File: config.mk
export PLATFORM = sky130hd
export DESIGN_NAME = prog_lut_eval_flat
export DESIGN_NICKNAME = d
export VERILOG_FILES = /design/src/rtl/prog_lut_pkg.sv /design/src/rtl/prog_lut_eval_if.sv /design/src/rtl/prog_lut_eval_cfg_shift.sv /design/src/rtl/prog_lut_eval.sv /design/src/flat_wrapper.sv
export SDC_FILE = /design/constraint.sdc
export NUM_CORES = 1
export LEC_CHECK = 0
export CORE_UTILIZATION = 35
export CTS_CLUSTER_SIZE = 24
export DETAILED_ROUTE_END_ITERATION = 6
export GPL_ROUTABILITY_DRIVEN = 1
export PLACE_DENSITY_LB_ADDON = 0.1
export SYNTH_ARGS = -nofsm -noshare
export SYNTH_HDL_FRONTEND = slang
export SYNTH_HIERARCHICAL = 1
export SYNTH_SLANG_ARGS = --single-unit
File: constraint.sdc
create_clock -name clk -period 3.73 [get_ports clk]
set_input_delay 0.9325 -clock clk [delete_from_list [all_inputs] [get_ports clk]]
set_output_delay 0.9325 -clock clk [all_outputs]
set_load 0.05 [all_outputs]
File: src/rtl/prog_lut_pkg.sv
// Shared types and helpers for the programmable LUT evaluator.
package prog_lut_pkg;

   typedef enum logic {
      READY = 1'b0,
      LOAD  = 1'b1
   } state_t;

   function automatic int tbl_w(input int nin);
      return 1 << nin;
   endfunction

endpackage

File: src/rtl/prog_lut_eval_if.sv
// Configuration and evaluation bus of the LUT evaluator.
interface prog_lut_eval_if #(
   parameter int NIN = 3
) ();
   logic           cfg_start;
   logic           cfg_abort;
   logic           cfg_valid;
   logic           cfg_bit;
   logic           cfg_busy;
   logic           in_valid;
   logic [NIN-1:0] in_data;
   logic           out_valid;
   logic           out_bit;

   modport master (
      output cfg_start, cfg_abort, cfg_valid, cfg_bit, in_valid, in_data,
      input  cfg_busy, out_valid, out_bit
   );

   modport slave (
      input  cfg_start, cfg_abort, cfg_valid, cfg_bit, in_valid, in_data,
      output cfg_busy, out_valid, out_bit
   );
endinterface

File: src/rtl/prog_lut_eval_cfg_shift.sv
// Shadow table and bit counter for serial table loading, index 0 first.
// shadow reflects the table as it will be after the current edge, so a commit can capture the last bit.
module lut_cfg_shift
   import prog_lut_pkg::*;
#(
   parameter int NIN = 3
) (
   input  logic                   clk,
   input  logic                   rst_n,
   input  logic                   clear,
   input  logic                   valid,
   input  logic                   data_bit,
   output logic                   done,
   output logic [tbl_w(NIN)-1:0]  shadow
);
   localparam int TW = tbl_w(NIN);
   localparam int CW = NIN + 1;

   logic [TW-1:0] shadow_q;
   logic [CW-1:0] count;

   always_comb begin
      shadow = shadow_q;
      for (int i = 0; i < TW; i++)
         if (valid && count == CW'(i)) shadow[i] = data_bit;
   end

   assign done = valid && (count == CW'(TW - 1));

   always_ff @(posedge clk or negedge rst_n) begin
      if (!rst_n) begin
         shadow_q <= '0;
         count    <= '0;
      end else if (clear) begin
         shadow_q <= '0;
         count    <= '0;
      end else if (valid) begin
         shadow_q <= shadow;
         count    <= count + 1'b1;
      end
   end

endmodule

File: src/rtl/prog_lut_eval.sv
// Programmable NIN-input boolean function: serially loaded truth table, one result per cycle.
module prog_lut_eval
   import prog_lut_pkg::*;
#(
   parameter int                     NIN  = 3,
   parameter logic [tbl_w(NIN)-1:0]  INIT = 8'h7E
) (
   input  logic               clk,
   input  logic               rst_n,
   prog_lut_eval_if.slave     bus
);
   localparam int TW = tbl_w(NIN);

   state_t        state, state_nxt;
   logic          clear, acc, done;
   logic [TW-1:0] shadow, active;
   logic          busy, out_valid, out_bit;

   // abort wins over a coincident bit
   assign acc = (state == LOAD) && bus.cfg_valid && !bus.cfg_abort;

   lut_cfg_shift #(.NIN(NIN)) u_cfg (
      .clk      (clk),
      .rst_n    (rst_n),
      .clear    (clear),
      .valid    (acc),
      .data_bit (bus.cfg_bit),
      .done     (done),
      .shadow   (shadow)
   );

   always_comb begin
      state_nxt = state;
      clear     = 1'b0;
      case (state)
         READY: if (bus.cfg_start) begin
            state_nxt = LOAD;
            clear     = 1'b1;
         end
         LOAD: if (bus.cfg_abort || done) state_nxt = READY;
         default: state_nxt = READY;
      endcase
   end

   always_ff @(posedge clk or negedge rst_n) begin
      if (!rst_n) begin
         state  <= READY;
         busy   <= 1'b0;
         active <= INIT;
      end else begin
         state <= state_nxt;
         busy  <= (state == LOAD);
         if (done) active <= shadow;
      end
   end

   // evaluation reads the pre-commit table on a coincident edge
   always_ff @(posedge clk or negedge rst_n) begin
      if (!rst_n) begin
         out_valid <= 1'b0;
         out_bit   <= 1'b0;
      end else begin
         out_valid <= bus.in_valid;
         if (bus.in_valid) out_bit <= active[bus.in_data];
      end
   end

   assign bus.cfg_busy  = busy;
   assign bus.out_valid = out_valid;
   assign bus.out_bit   = out_bit;

endmodule

File: src/flat_wrapper.sv
// flat-port wrapper written by rule: the top's interface ports become plain ports
module prog_lut_eval_flat import prog_lut_pkg::*;
#(
   parameter int                     NIN  = 3,
   parameter logic [tbl_w(NIN)-1:0]  INIT = 8'h7E
)
  (clk, rst_n, bus_cfg_start, bus_cfg_abort, bus_cfg_valid, bus_cfg_bit, bus_in_valid, bus_in_data, bus_cfg_busy, bus_out_valid, bus_out_bit);
  prog_lut_eval_if #(.NIN(NIN)) bus_i ();
  input  logic clk;
  input  logic rst_n;
  input wire logic [$bits(bus_i.cfg_start)-1:0] bus_cfg_start;
  input wire logic [$bits(bus_i.cfg_abort)-1:0] bus_cfg_abort;
  input wire logic [$bits(bus_i.cfg_valid)-1:0] bus_cfg_valid;
  input wire logic [$bits(bus_i.cfg_bit)-1:0] bus_cfg_bit;
  input wire logic [$bits(bus_i.in_valid)-1:0] bus_in_valid;
  input wire logic [$bits(bus_i.in_data)-1:0] bus_in_data;
  output wire logic [$bits(bus_i.cfg_busy)-1:0] bus_cfg_busy;
  output wire logic [$bits(bus_i.out_valid)-1:0] bus_out_valid;
  output wire logic [$bits(bus_i.out_bit)-1:0] bus_out_bit;
  assign bus_i.cfg_start = bus_cfg_start;
  assign bus_i.cfg_abort = bus_cfg_abort;
  assign bus_i.cfg_valid = bus_cfg_valid;
  assign bus_i.cfg_bit = bus_cfg_bit;
  assign bus_i.in_valid = bus_in_valid;
  assign bus_i.in_data = bus_in_data;
  assign bus_cfg_busy = bus_i.cfg_busy;
  assign bus_out_valid = bus_i.out_valid;
  assign bus_out_bit = bus_i.out_bit;
  prog_lut_eval #(.NIN(NIN), .INIT(INIT)) u_core (.clk(clk), .rst_n(rst_n), .bus(bus_i));
endmodule
==> flow_summary_export.csv, run 1 <==
group,metric,value,unit
floorplan,die_w,63.8,microns
logic_synthesis,ys_types,26,
routing,num_vias,754,
logic_synthesis,synth_cells,100,
logic_synthesis,yosys.area.top_type,"dfrtp_1",
finish,final_util,42.7,%
sta,fin_skew,0.00130,ns
routing,first_iter_violations,26,
setup_path,endpoint_kind,"flop",
clocking,cts_buffer_depth,2,
sta,relSlewSlack,36.7,%
clocking,tritoncts,"done",
routing,via_per_inst,4.71,
clocking,htree_num_levels,1,
placement,numPortBuffers,12,
floorplan,io_pins,13,
finish,layout-drive-gt1-share,24.1,%
clocking,post-cts-setup-buffers,0,
sta,fin_setup_tns,0,ns
routing,drt_pass1_iterations,4,
clocking,cts_resized,0,
global_routing,grt_usage,13.0,%
run,maxCapViolCount,0,
logic_synthesis,postSynthAreaPerCell,13.4,sq um
setup_path,cp_max_fo,13,
finish,final_nets,127,
sta,finalSetupViolCount,0,
setup_path,crit_path_start_kind,"input pin",
clocking,cts_buffers,3,
logic_synthesis,synthesis.nets,114,
routing,drc,0,
logic_synthesis,synth_area_leaders,"dfrtp_1 (34%), dfstp_2 (12%), mux2i_1 (10%), mux2_1 (7.6%), mux2_4 (4.5%)",
sta,tightest_slew,0.947,ns
setup_path,cp_data_arrival_time,2.85,ns
floorplan,die-area,4070,sq um
clocking,clk_pin_slew,0.09,ns
placement,place.gp.congestion,0.730,
finish,final_area,1560,sq um
routing,ant_nets,0,
worst_hold_path,hp-class,"flop to flop",
global_routing,antenna_found_initial,0,
global_routing,globalRouteOverflowTotal,0,
global_routing,grt_max_degree,22,
run_status,status,"finished clean",
sta,clock.fmax,371,MHz
logic_synthesis,ys_ff_latch,24,
sta,rsz0062_at_grt,"no",
power,leakagePower,0.764,nW
sta,final.min_clock_period,2.69,ns
floorplan,die_y,63.8,microns
logic_synthesis,syn-cell-area,1340,sq um
power,powerDensity,378,nW/um^2
placement,dp_hpwl,1640,microns
finish,area_growth,16.8,%
clocking,holdBufCountCts,0,
logic_synthesis,yosys_warnings,6,
finish,antenna_cells,0,
routing,finalWirelength,2280,microns
placement,placed_cell_area,1490,sq um
clocking,clock-root-buffer,"clkbuf_8",
floorplan,initial_core_util,36.5,%
setup_path,worstPathRequired,3.89,ns
power,ir_drop,0.254,mV
clocking,clock_sinks,24,
placement,dp.cells,156,
global_routing,grt_pass1_vias,847,
routing,route.detailed.wl_per_inst,14.3,microns
finish,stdcell_count,160,
logic_synthesis,yosysSeqAreaShare,45.5,%
sta,finalHoldViolations,0,
sta,slew_violations,0,
sta,finalCritPeriodShare,72.2,%
setup_path,worstPathCellList,"clkdlybuf4s50_1, and3b_1, and4bb_1, mux2_4, mux2_1",
setup_path,critical-path-slowest-cell,"and3b_1",
setup_path,path_class,"input pin to flop",
setup_path,critPathMaxStageDelay,0.57,ns
floorplan,core_area,3660,sq um
global_routing,grt_pass1_wl,4060,microns
logic_synthesis,synth_top_cell_area_share,33.7,%
clocking,clkLatencyLatePin,0.27,ns
floorplan,num_rows,22,
-- synthesized netlist by cell type --
master	n
dfrtp_1	18
mux2i_1	14
mux2_1	9
nand2b_1	9
dfstp_2	6
ha_1	4
inv_1	4
mux2_2	4
mux2_4	4
nand4b_2	4
and4bb_1	3
clkbuf_1	3
nor2_1	3
buf_6	2
nor2b_1	2
a21bo_2	1
a21oi_1	1
and3b_1	1
and4bb_4	1
buf_4	1
mux4_2	1
nand3b_1	1
nand4_1	1
nor3b_1	1
or2_1	1
xnor2_1	1
-- stage by stage --
stage	power [mW]	setup slack [ns]	hold slack, ns
global placement	0.365	0.796	0.400
detailed placement	0.365	0.769	0.408
finish	0.590	1.04	0.424
floorplan	0.335	1.41	0.380
global route	0.620	0.912	0.456
CTS	0.600	1.05	0.428
-- final timing paths --
kind | from | endpoint | slack (ns) | cells past startpoint
hold reg to reg | u_core/state$_DFF_PN0_ | u_core/bus.cfg_busy$_DFF_PN0_ | 0.42 | 0
setup / recovery | bus_cfg_abort | u_core/active[0]$_DFFE_PN0P_ | 1.04 | 5
setup reg to reg | u_core/state$_DFF_PN0_ | u_core/active[0]$_DFFE_PN0P_ | 1.79 | 4
max in group asynchronous | rst_n | u_core/active[5]$_DFFE_PN1P_ | 1.84 | 2
min in group asynchronous | rst_n | u_core/bus.cfg_busy$_DFF_PN0_ | 1.19 | 1
hold / removal | u_core/state$_DFF_PN0_ | u_core/bus.cfg_busy$_DFF_PN0_ | 0.42 | 0
-- critical path: cells and delay by family --
family	cells	cell delay, ns
mux	2	0.59
buf+inv	1	0.42
simple gates	2	0.91
-- final cells by class --
cell class | count | area (sq um)
Clock buffer | 3 | 41.3
Clock inverter | 1 | 30.0
Fill cell | 336 | 2100
Inverter | 4 | 15.0
Multi-Input combinational cell | 66 | 673
Sequential cell | 24 | 608
Tap cell | 48 | 60.1
Timing Repair Buffer | 14 | 135
-- layer usage --
metal  global-route usage (%)  part of all wire (%)
met4                     3.41                  0.88
met2                     21.7                    48
met3                     3.21                   2.8
met1                     16.8                    48
met5                        0                     0
-- cells by family after synthesis --
logic type / synth area share, %
buffers and inverters: 4.21
AO/OA/AOI/OAI: 1.12
flip-flops: 45.5
multiplexers: 27.6
XOR/XNOR: 0.655
adder cells (fa/ha/maj): 3.74
AND/OR/NAND/NOR: 17.2
-- state kept, by name, indices dropped and copies added (netlist names) --
register,flops
u_core/active,8
u_core/bus.cfg_busy,1
u_core/bus.out_bit,1
u_core/bus.out_valid,1
u_core/state,1
u_core/u_cfg/count,4
u_core/u_cfg/shadow_q,8
-- where the power goes --
group	switching [mW]	leakage [nW]	internal, mW
clock network	0.0875	0.0357	0.144
logic	0.0421	0.422	0.0377
registers	0.00918	0.306	0.270
-- placed cells by master, fill, tap and decap left out, types with 2 or more instances in the layout --
| cell | instances |
|---|---|
| ha_1 | 4 |
| mux2_2 | 4 |
| mux2_1 | 9 |
| nor2b_1 | 2 |
| buf_4 | 2 |
| clkdlybuf4s50_1 | 12 |
| and4bb_1 | 3 |
| inv_1 | 4 |
| nand2b_1 | 9 |
| nand4b_2 | 4 |
| mux2i_1 | 14 |
| clkbuf_8 | 3 |
| dfrtp_1 | 18 |
| nor2_1 | 3 |
| dfstp_2 | 6 |
| mux2_4 | 4 |
No activity file was read; power rests on OpenSTA's default activity.
==> inputs of run 2 (changes only) <==
Clock period 3.73 ns to 2.75 ns, I/O delays scaled along.
==> run 2 against run 1 <==
  * Utilization hardly changed
  * Register-to-register slack worse by 0.87 ns
  * Critical endpoint unchanged
  * Cell count is 1.3% higher
  * Non-clock buffer count is 2 higher
  * First-iteration DRC count is 65% lower
  * Wire length is 1.1% lower
  * Sequential power is 35% higher
==> flow_summary_export.csv, run 2 (synthesis results as in run 1) <==
group,metric,value,unit
run_status,status,"finished clean",
routing,first_iter_violations,9,
finish,top_regs,"u_core/active x8, u_core/u_cfg/shadow_q x8, u_core/u_cfg/count x4",
clocking,post-cts-setup-buffers,0,
worst_hold_path,whs_path_depth,0,
sta,rsz0062_at_grt,"no",
power,powerDensity,447,nW/um^2
setup_path,endpoint_kind,"flop",
clocking,cts_buffers,3,
routing,route.detailed.wl_per_inst,13.9,microns
setup_path,path_delay_family,"simple AND/OR/NAND/NOR gates",
finish,seq_area,608,sq um
sta,fin_skew,0.00747,ns
placement,numPortBuffers,12,
routing,drt_pass1_iterations,4,
worst_hold_path,hp-class,"flop to flop",
finish,mostFrequentLayoutCell,"dfrtp_1",
routing,ant_nets,0,
global_routing,grt_pass1_wl,3980,microns
routing,num_vias,775,
setup_path,crit_path_start_kind,"input pin",
finish,final_nets,129,
clocking,clock-root-buffer,"clkbuf_8",
placement,dp_hpwl,1650,microns
setup_path,crit_cells,5,
setup_path,critPathMaxStageDelay,0.46,ns
sta,slew_violations,0,
setup_path,cp_data_arrival_time,2.49,ns
clocking,cts_buffer_depth,2,
clocking,clock_sinks,24,
placement,place.gp.congestion,0.684,
clocking,holdBufCountCts,0,
finish,fill_cells,356,
finish,area_growth,16.9,%
clocking,clk_pin_slew,0.08,ns
setup_path,critical-path-slowest-cell,"and3b_1",
floorplan,io_pins,13,
global_routing,antenna_found_initial,0,
power,p_total,0.699,mW
routing,via_per_inst,4.78,
sta,finalSetupViolCount,0,
routing,drc,0,
setup_path,rr_worst_depth,4,
clocking,tritoncts,"done",
clocking,htree_num_levels,1,
sta,holdWs,0.425,ns
global_routing,grt_pass1_vias,822,
floorplan,die-area,4070,sq um
finish,multi_input_area,673,sq um
sta,final.min_clock_period,2.33,ns
floorplan,die_w,63.8,microns
finish,antenna_cells,0,
sta,relSlewSlack,66.9,%
sta,fin_setup_tns,0,ns
setup_path,path_buf_inv,1,
sta,clock.fmax,428,MHz
floorplan,num_rows,22,
finish,layout-drive-gt1-share,24.6,%
sta,finalHoldViolations,0,
global_routing,grt_max_degree,25,
floorplan,core_area,3660,sq um
finish,layout_common_cells,"dfrtp_1 (18), mux2i_1 (14), clkdlybuf4s50_1 (12), mux2_1 (9), nand2b_1 (9)",
setup_path,cp_max_fo,9,
routing,finalWirelength,2260,microns
clocking,cts_resized,0,
floorplan,die_y,63.8,microns
setup_path,path_class,"input pin to flop",
global_routing,grt_usage,13.0,%
global_routing,globalRouteOverflowTotal,0,
placement,place_ws,0.143,ns
sta,finalCritPeriodShare,84.9,%
power,ir_drop,0.165,mV
setup_path,worstPathRequired,2.90,ns
clocking,clkLatencyLatePin,0.26,ns
floorplan,initial_core_util,36.5,%
sta,layout_setup_ws,0.415,ns
power,leakagePower,0.764,nW
run,maxCapViolCount,0,
sta,tightest_slew,0.495,ns
setup_path,worstPathCellList,"clkdlybuf4s50_1, and3b_1, and4bb_1, mux2_4, mux2_1",
-- run 2: changes by cell type in the layout (fill, tap and decap cells not counted) --
| cell | previous run | this run |
|---|---|---|
| buf_12 | 0 | 1 |
| buf_4 | 2 | 3 |
| bufinv_16 | 1 | 0 |
| clkbuf_1 | 0 | 1 |
-- run 2: area by class of cell --
class | instances | share of cell area, %
clock buffer | 4 | 2.88
inverter | 4 | 0.960
multi-input combinational | 66 | 43.0
sequential | 24 | 38.9
tap | 48 | 3.84
timing repair buffer | 16 | 10.4
-- run 2: where the power goes --
group          switching (mW)  leakage [nW]  total [mW]  internal [mW]
Sequential             0.0122         0.306       0.379          0.367
Clock                   0.107        0.0228       0.211          0.103
Combinational          0.0572         0.436       0.109         0.0520
-- run 2: worst paths after layout --
kind | startpoint | to | slack, ns
min in group asynchronous | rst_n | u_core/bus.cfg_busy$_DFF_PN0_ | 0.78
setup reg to reg | u_core/state$_DFF_PN0_ | u_core/active[0]$_DFFE_PN0P_ | 0.92
hold / removal | u_core/state$_DFF_PN0_ | u_core/bus.cfg_busy$_DFF_PN0_ | 0.42
hold reg to reg | u_core/state$_DFF_PN0_ | u_core/bus.cfg_busy$_DFF_PN0_ | 0.42
setup / recovery | bus_cfg_abort | u_core/active[0]$_DFFE_PN0P_ | 0.42
max in group asynchronous | rst_n | u_core/active[6]$_DFFE_PN1P_ | 1.67
-- run 2: per-layer routing --
layer  vias up  global-route usage (%)  wire length, microns  share of wire, %
li1        380                       -                     -                 -
met1       385                    17.6                  1110                49
met2         6                    19.8                  1070                47
met3         4                    2.68                    39               1.7
met4         0                    6.25                    40               1.8
met5         -                       0                     0                 0
-- run 2: stage by stage --
step | std cells | instance area [sq um] | util, %
final | 162 | 1560 | 42.7
after detailed placement | 158 | 1520 | 41.5
after CTS | 162 | 1560 | 42.7
after global routing | 162 | 1560 | 42.7
after global placement | 158 | 1520 | 41.5
after floorplan | 100 | 1340 | -
==> inputs of run 3 (changes only) <==
Clock period 2.75 ns to 2 ns, I/O delays scaled along.
==> run 3 against run 2 <==
  * Die area is the same
  * Global-route usage increased by 0.52 points
  * Wire length rose by 8.4%
  * Design area increased by 8.1%
  * First-iteration DRC count grew to 3.1 times the previous value
  * Sequential share of layout area is 2.9 points lower
  * Clock-buffer cell count down 1
  * Setup slack got worse by 0.36 ns
  * Hold slack worse by 0.0017 ns
  * Clock skew down 0.0020 ns
  * Via count is 5.4% higher
  * Register-to-register slack got worse by 0.65 ns
==> flow_summary_export.csv, run 3 (synthesis results as in run 1) <==
group,metric,value,unit
sta,finalCritPeriodShare,97.5,%
worst_hold_path,min_to,"u_core/bus.cfg_busy$_DFF_PN0_",
clocking,htree_num_levels,1,
finish,antenna_cells,0,
setup_path,critPathMaxStageDelay,0.41,ns
global_routing,antenna_found_initial,0,
placement,numPortBuffers,12,
setup_path,endpoint_kind,"flop",
routing,first_iter_violations,28,
global_routing,grt_usage,13.6,%
global_routing,grt_max_degree,25,
setup_path,r2r_start,"u_core/u_cfg/count[0]$_DFFE_PN0P_",
sta,relSlewSlack,67.2,%
setup_path,crit_path_start_kind,"input pin",
sta,slew_violations,0,
clocking,cts_buffers,3,
worst_hold_path,min_from,"u_core/state$_DFF_PN0_",
setup_path,path_class,"input pin to flop",
global_routing,globalRouteOverflowTotal,0,
sta,rsz0062_at_grt,"no",
run,maxCapViolCount,0,
routing,drc,0,
routing,top_layer,"met4",
run_status,status,"finished clean",
global_routing,grt_pass1_vias,865,
sta,layout_setup_ws,0.0505,ns
finish,mostFrequentLayoutCell,"dfrtp_1",
clocking,tritoncts,"done",
placement,placed_cell_area,1610,sq um
sta,final.min_clock_period,1.95,ns
setup_path,worstPathCellList,"clkdlybuf4s50_1, and3b_2, buf_12, and4bb_4, mux2_4, mux2_1",
routing,finalWirelength,2450,microns
setup_path,worstPathRequired,2.21,ns
finish,layout-drive-gt1-share,34.4,%
power,powerDensity,662,nW/um^2
sta,tightest_slew,0.490,ns
setup_path,cp_data_arrival_time,2.15,ns
sta,clock.fmax,513,MHz
routing,num_vias,817,
routing,dr_wl_met2,1150,microns
sta,fin_setup_tns,0,ns
clocking,cts_buffer_depth,2,
setup_path,r2r-end,"u_core/active[0]$_DFFE_PN0P_",
setup_path,cp_max_fo,6,
setup_path,rr_worst_depth,5,
routing,ant_nets,0,
finish,final_nets,140,
clocking,clock_sinks,24,
routing,wl_met1,1230,microns
worst_hold_path,hp-class,"flop to flop",
global_routing,grt_pass1_wl,4220,microns
placement,dp_hpwl,1810,microns
placement,dp.cells,168,
clocking,clock-root-buffer,"clkbuf_8",
floorplan,die-area,4070,sq um
routing,drt_pass1_iterations,3,
placement,place.gp.congestion,0.686,
power,ir_drop,0.282,mV
clocking,clk_pin_slew,0.09,ns
finish,top_regs,"u_core/active x8, u_core/u_cfg/shadow_q x8, u_core/u_cfg/count x4",
floorplan,initial_core_util,36.5,%
routing,via_per_inst,4.72,
finish,area_growth,26.4,%
setup_path,critical-path-slowest-cell,"clkdlybuf4s50_1",
floorplan,die_w,63.8,microns
sta,finalSetupViolCount,0,
floorplan,num_rows,22,
placement,place_ws,-0.300,ns
sta,finalHoldViolations,0,
clocking,holdBufCountCts,0,
finish,final_area,1690,sq um
sta,fin_skew,0.00545,ns
finish,stdcell_count,173,
setup_path,regToRegSetupSlack,0.27,ns
power,leakagePower,0.833,nW
worst_hold_path,whs_path_depth,0,
routing,met3WireLength,42,microns
floorplan,die_y,63.8,microns
routing,route.detailed.wl_per_inst,14.1,microns
floorplan,io_pins,13,
clocking,clkLatencyLatePin,0.27,ns
finish,layout_common_cells,"dfrtp_1 (18), mux2i_1 (14), buf_4 (13), clkdlybuf4s50_1 (12), nand2b_1 (9)",
floorplan,core_area,3660,sq um
-- run 3: per-stage QoR --
| stage | hold WS (ns) | power [mW] | util, % |
|---|---|---|---|
| floorplan | 0.204 | 0.624 | - |
| global placement | 0.400 | 0.691 | 43.9 |
| detailed placement | 0.408 | 0.697 | 43.9 |
| CTS | 0.426 | 1.13 | 45.9 |
| global route | 0.449 | 1.16 | 46.2 |
| finish | 0.423 | 1.12 | 46.2 |
-- run 3: worst max-delay path by stage --
stage	startpoint	end	slack, ns
final	bus_cfg_abort	u_core/active[2]$_DFFE_PN1P_	0.05
after global routing	bus_cfg_abort	u_core/active[7]$_DFFE_PN0P_	0.003
after CTS	bus_cfg_abort	u_core/active[2]$_DFFE_PN1P_	0.04
after detailed placement	bus_cfg_abort	u_core/active[2]$_DFFE_PN1P_	-0.30
after global placement	bus_cfg_abort	u_core/active[2]$_DFFE_PN1P_	-0.28
after floorplan	bus_cfg_abort	u_core/active[7]$_DFFE_PN0P_	0.11
-- run 3: power breakdown --
group / internal, mW / switching [mW] / total [mW]
Clock: 0.268 / 0.164 / 0.432
Sequential: 0.504 / 0.0184 / 0.523
Combinational: 0.0816 / 0.0823 / 0.164
Total: 0.853 / 0.265 / 1.12
-- run 3: cell type report --
cell class | instances | area [sq um]
clock buffer | 3 | 41.3
multi-input combinational | 66 | 678
inverter | 4 | 15.0
sequential | 24 | 608
timing repair buffer | 27 | 258
fill | 332 | 1970
tap | 48 | 60.1
clock inverter | 1 | 30.0
-- run 3: worst max-delay path, delay by kind of cell --
kind                   cells  cell delay (ns)
muxes                      2             0.58
buffers and inverters      2             0.54
and+or+nand+nor            2             0.54
-- run 3: per-layer routing --
layer	up-vias	GRT usage, %
li1	399	-
met1	408	18.4
met2	6	22.3
met3	4	2.14
met4	0	3.41
met5	-	0
-- run 3: what timing repair did --
action	CTS	global route
setup endpoints to repair	2	3
resized for setup	1	2
setup buffers	0	1
